[config.mk]
export PLATFORM = sky130hd
export DESIGN_NAME = fetch_pc_unit
export DESIGN_NICKNAME = d
export VERILOG_FILES = /design/src/rtl/fetch_pc_unit.sv
export SDC_FILE = /design/constraint.sdc
export NUM_CORES = 1
export LEC_CHECK = 0
export ABC_CLOCK_PERIOD_IN_PS = 6200
export BUFFER_PORTS_ARGS = -buffer_cell sky130_fd_sc_hd__buf_4
export CAP_MARGIN = 0
export CORE_MARGIN = 2
export CORE_UTILIZATION = 30
export CTS_CLUSTER_DIAMETER = 100
export DETAILED_ROUTE_END_ITERATION = 6
export HOLD_SLACK_MARGIN = 0.15
export SETUP_SLACK_MARGIN = 0.02
export SLEW_MARGIN = 40
export SYNTH_ARGS = -nofsm -noshare
export SYNTH_HDL_FRONTEND = slang
export SYNTH_SLANG_ARGS = --single-unit
[constraint.sdc]
create_clock -name clk -period 6.2 [get_ports clk]
set_clock_uncertainty 0.05 [all_clocks]
set_input_delay 0.31 -clock clk [delete_from_list [all_inputs] [get_ports clk]]
set_output_delay 0.31 -clock clk [all_outputs]
set_load 0.02 [all_outputs]
[src/rtl/fetch_pc_unit.sv]
// Instruction fetch: owns the PC, one outstanding imem read, valid/ready output buffer.
// Grant to if_valid is 2 cycles on a 1-cycle memory; the buffer holds while if_ready is low.
module fetch_pc_unit #(
  parameter logic [31:0] RESET_PC = 32'h0000_0000
) (
  input  logic        clk,
  input  logic        rst,
  input  logic        BrTaken,
  input  logic        Jump,
  input  logic [31:0] Target,
  output logic        imem_req,
  output logic [31:0] imem_addr,
  input  logic        imem_gnt,
  input  logic        imem_rvalid,
  input  logic [31:0] imem_rdata,
  output logic        if_valid,
  input  logic        if_ready,
  output logic [31:0] if_pc,
  output logic [31:0] if_pc4,
  output logic [31:0] if_instr,
  output logic        misalign,
  output logic [31:0] misalign_addr
);

  typedef enum logic [2:0] {
    S_BOOT,
    S_REQ,
    S_WAIT,
    S_HOLD,
    S_HALT
  } state_e;

  localparam logic [31:0] NOP = 32'h0000_0013;

  state_e      state_q, state_d;
  logic [31:0] pc_q, pc_d;
  logic        drop_q, drop_d;
  logic [31:0] ifpc_q, ifpc_d;
  logic [31:0] instr_q, instr_d;
  logic        misalign_q, misalign_d;
  logic [31:0] maddr_q, maddr_d;

  logic redir;
  logic tgt_ok;

  assign redir  = BrTaken | Jump;
  assign tgt_ok = (Target[1:0] == 2'b00);

  always_comb begin
    state_d    = state_q;
    pc_d       = pc_q;
    drop_d     = drop_q;
    ifpc_d     = ifpc_q;
    instr_d    = instr_q;
    misalign_d = misalign_q;
    maddr_d    = maddr_q;

    // The first offending target is kept; HALT ignores everything until reset.
    if (state_q != S_HALT && redir && !tgt_ok) begin
      state_d    = S_HALT;
      misalign_d = 1'b1;
      maddr_d    = Target;
      drop_d     = 1'b0;
    end else begin
      case (state_q)
        S_BOOT: begin
          state_d = S_REQ;
          if (redir) pc_d = Target;
        end
        S_REQ: begin
          if (redir) pc_d = Target;
          if (imem_gnt) begin
            state_d = S_WAIT;
            drop_d  = redir;
          end
        end
        S_WAIT: begin
          if (redir) begin
            pc_d = Target;
            if (imem_rvalid) begin
              drop_d  = 1'b0;
              state_d = S_REQ;
            end else begin
              drop_d = 1'b1;
            end
          end else if (imem_rvalid) begin
            if (drop_q) begin
              drop_d  = 1'b0;
              state_d = S_REQ;
            end else begin
              ifpc_d  = pc_q;
              instr_d = imem_rdata;
              pc_d    = pc_q + 32'd4;
              state_d = S_HOLD;
            end
          end
        end
        S_HOLD: begin
          if (redir) begin
            pc_d    = Target;
            state_d = S_REQ;
          end else if (if_ready) begin
            state_d = S_REQ;
          end
        end
        S_HALT: begin
          state_d = S_HALT;
        end
        default: begin
          state_d = S_BOOT;
        end
      endcase
    end
  end

  always_ff @(posedge clk) begin
    if (rst) begin
      state_q    <= S_BOOT;
      pc_q       <= RESET_PC;
      drop_q     <= 1'b0;
      ifpc_q     <= 32'h0;
      instr_q    <= NOP;
      misalign_q <= 1'b0;
      maddr_q    <= 32'h0;
    end else begin
      state_q    <= state_d;
      pc_q       <= pc_d;
      drop_q     <= drop_d;
      ifpc_q     <= ifpc_d;
      instr_q    <= instr_d;
      misalign_q <= misalign_d;
      maddr_q    <= maddr_d;
    end
  end

  assign imem_req      = (state_q == S_REQ);
  assign imem_addr     = {pc_q[31:2], 2'b00};
  assign if_valid      = (state_q == S_HOLD);
  assign if_pc         = ifpc_q;
  assign if_pc4        = ifpc_q + 32'd4;
  assign if_instr      = instr_q;
  assign misalign      = misalign_q;
  assign misalign_addr = maddr_q;

endmodule
==> results by stage <==
Run status:
- The flow ran to the end, and the final reports show no timing, DRC or antenna violations.

CTS:
- TritonCTS built the clock tree.
- The clock slew at the register clock pins of the worst setup and hold paths is approximately 60 ps.
- Clock tree synthesis found a total of 133 sinks.
- The insertion delay to the later sink of the worst-skew pair is 410 ps.
- Clock tree synthesis inserted a total of 17 buffers.
- In this run the number of H-tree levels came out at 4.
- The buffer depth of the longest clock path is 2.
- The number of resized instances in the post-cts repair step is 0.
- The root buffer cell is clkbuf_16.

Drt:
- In the final routed layout, each cell accounts on average for about 16 um.
- The first routing iteration left 337 violations.
- The first detailed-routing pass ran for 7 iterations.
- The number of design rule violations left after detail routing is 0.
- For this block, the routed nets add up to 21,300 um of wire.
- In the detailed route, the total length drawn on met3 is between 1000 and 1500 um.
- The highest metal layer carrying signal wires in the routed design is met4.
- Across all layers, the routed design uses approximately 6,600 vias.
- Once detail routing completed, the nets flagged for antenna violations numbered 0.
- The detailed router put a total of approximately 9900 um of wire on met1.
- The wire length on met2 is just under 10,000 um.
- In the routed layout, each cell is associated on average with a via count of between 4 and 5.

Cells and area:
- The layout has approximately 2,100 filler cells.
- In the final design database the tool counted 1,138 nets.
- In the final layout, flip-flops and latches occupy 2660 um2.
- The final cell utilization of the core is between 40% and 50%.
- The final instance count without filler cells is between 1,000 and 1,500.
- Relative to the synthesized area, the layout overhead comes to 46.8%.
- Summing all multi-input logic gate instances after layout gives approximately 3200 um2.
- The number of antenna diodes in the final layout is 0.
- The post-route netlist has roughly a quarter of its cells at a drive strength greater than 1.

Timing:
- The count of final max-slew check failures is 0.
- The worst path meets setup with approximately 3400 ps of slack.
- The maximum clock rate is around 360 MHz.
- The number of hold violations in the final report is 0.
- The pin slew with the least headroom to its limit is ~730 ps.
- Setup repair after global routing left no endpoint under its margin.
- The number of setup violations in the final report is 0.
- The worst slew margin relative to its limit is 51.5%.
- The post-route fraction of the period consumed by the critical path is between 40 and 50%.
- Adding up every negative setup slack in the final design gives 0 ps.
- The final critical-path required period is 2780 ps.

Placed design:
- The count of buffers inserted at the top-level ports is approximately 230.
- The estimated wirelength of the detail-placed design is 14,600 um.
- Routability-driven placement finished with a final weighted congestion of roughly 0.81.
- Counting tap cells, the placed design contains a total of approximately 1,300 instances.
- The worst setup timing slack at the placement stage is around 3700 ps.

Synthesis:
- The most common cell in the synthesized netlist is nand2_1.
- Synthesis inferred 133 register bits.
- The cell type with the largest total area after synthesis is dfxtp_1.
- Of the total synthesized cell area, the portion taken by AND, OR, NAND and NOR gates is between 20% and 30%.
- For this run, the leading register cell type out of synthesis is dfxtp_1.
- The main combinational cell family by area after synthesis is simple AND/OR/NAND/NOR gates.
- The top cell type by area accounts for around 42% of the synthesized area.
- Ranked by total cell area, the synthesized netlist is headed by dfxtp_1 (42%), nand2_1 (13%), a21oi_1 (9.3%).
- The synthesized netlist devotes between 10% and 20% of its cell area to compound gates.
- In the synthesized netlist the async set-or-reset flop fraction comes to 0%.
- The mapped netlist covers approximately 6300 um2.
- Sequential cells were found to cover about 42% of the synthesized design area.
- Yosys mapped a number of flops with a built-in enable equal to 0.
- The fraction of synthesized area in multiplexers is less than 1%.
- Yosys mapped the design onto 57 distinct sky130hd cell types.
- The post-synthesis share of cell area spent on full adders, half adders and majority gates is less than 1%.
- A synthesized cell averages 7.65 um2.
- In the synthesized netlist, the cells that appear most often are nand2_1 (223), dfxtp_1 (133), a21oi_1 (117), clkbuf_1 (41), buf_4 (34).
- The yosys synthesis warning count is 0.
- The cell count after synthesis came out at a little over 800.
- The xor and xnor fraction of the mapped netlist area is between 3 and 4%.

Die:
- The die covers roughly 22,000 um2.
- The total area inside the core boundary comes to around 21,000 um2.
- The die is 149 um wide.
- Measured along the y axis, the die boundary spans between 100 and 150 um.
- The starting density of the core is 30.3%.
- 234 I/O pins were placed.
- The number of core rows is 53.

Pwr:
- The leakage dissipation is between 3 and 4 nW.
- For this design the ratio of total power to cell area is about 240 nW/um2.
- IR analysis of the VDD net gives a maximum drop of approximately 0.00017 V.
- The total power after layout is about 2.2 mW.

Hold path:
- The kind of path behind the tightest hold check is input pin to flop.

Global route:
- The pin count of the biggest net entering global routing is 90.
- The global-route congestion overflow total is 0.
- The global-route wire length before repair is approximately 33,000 um.
- The via count of the first global-routing pass is slightly below 6,000.
- The initial antenna violation count came to 0.
- The total routing resource utilization after global routing is a little under a fifth.

Critical path:
- At the worst endpoint, the required time is about 5800 ps.
- The stage delay of the slowest cell on the critical path is 580 ps.
- The arrival time at the worst endpoint is about 2400 ps.
- Along the worst path, the maximum fanout reaches 9.
- The kind of end point of the critical path is an output pin.
- The setup path with the least slack is of type flop to output pin.
- The critical path launch point type is a flop.
- The critical path goes through nand4_1, nor2_1, and4_1, nand3_1, xnor2_1, buf_4.
- On the critical path, the stage with the largest delay is an instance of nor2_1.

Run:
- The reported max-cap violation count is 0.
[layout make-up]
| type | instances | share of cell area (%) |
|---|---|---|
| clock inverter | 10 | 1.13 |
| multi-input combinational | 603 | 34.6 |
| sequential | 133 | 28.7 |
| inverter | 5 | 0.202 |
| tap | 275 | 3.71 |
| clock buffer | 22 | 5.01 |
| timing repair buffer | 305 | 26.6 |
[cells in the final DEF, fill, tap and decap left out, drive strengths merged, types with 4 or more instances in the layout]
| master | count |
|---|---|
| buf | 240 |
| nand2 | 224 |
| dfxtp | 133 |
| a21oi | 117 |
| dlygate4sd3 | 65 |
| nand3 | 33 |
| nor2 | 33 |
| clkbuf | 22 |
| xnor2 | 21 |
| nand4 | 18 |
| o21ai | 14 |
| a31oi | 12 |
| and3 | 12 |
| a22oi | 10 |
| and2 | 9 |
| nor3 | 8 |
| xor2 | 7 |
| nand2b | 7 |
| or3 | 7 |
| a32oi | 7 |
| clkinv | 6 |
| nor4 | 6 |
| inv | 5 |
| nand3b | 5 |
| o211ai | 4 |
| or4 | 4 |
| a21o | 4 |
| a211oi | 4 |
[report_power, final]
group	leakage, nW	switching, mW	internal, mW
Sequential	1.08	0.0401	0.886
Combinational	2.36	0.155	0.130
Clock	0.279	0.369	0.609
Total	3.72	0.564	1.62
[timing repair]
action / CTS / global route
setup endpoints to repair: 0 / 0
hold buffers: 65 / 0
buffers inserted: 0 / 0
hold endpoints to repair: 70 / 0
[sequential cells by signal, summed over array words and instances (netlist names)]
signal and count:
if_instr 32, if_pc 32, misalign_addr 32, pc_q 32, state_q 3, drop_q 1, misalign 1
[per-stage QoR]
stage,hold slack (ps),cell area [um2]
2_1_floorplan,377,6320
3_3_place_gp,387,8020
3_5_place_dp,393,8030
4_1_cts,172,9250
5_1_grt,227,9270
6_report,190,9270
[layer usage]
layer	track usage [%]	vias to the layer above
met3	4.10	20
li1	-	3307
met2	28.7	209
met4	5.38	0
met1	25.7	3038
met5	0	-
[worst max-delay path: cells and delay by family, from the launching register on]
family | cells | cell delay [ps]
simple gates | 4 | 1230
flops | 1 | 470
buf+inv | 1 | 160
xor+xnor | 1 | 150
[final timing paths]
check                           cells past startpoint                     to             startpoint  slack, ps
worst min register to register                      2  if_pc[0]$_SDFFE_PP0P_   pc_q[0]$_SDFFE_PP0P_        400
worst max-delay path                                6             if_pc4[29]  if_pc[4]$_SDFFE_PP0P_       3420
worst min-delay path                                3    drop_q$_SDFFE_PP0P_            imem_rvalid        190
worst max register to register                      6  pc_q[30]$_SDFFE_PP0P_   pc_q[2]$_SDFFE_PP0P_       3720
[logic make-up after synthesis]
logic type | after synthesis
AND/OR/NAND/NOR | 381
AO/OA/AOI/OAI | 185
flip-flops | 133
buffers and inverters | 91
XOR/XNOR | 28
multiplexers | 5
adder cells (fa/ha/maj) | 2
other | 1
Note: power is estimated with default switching activity, not from simulation.
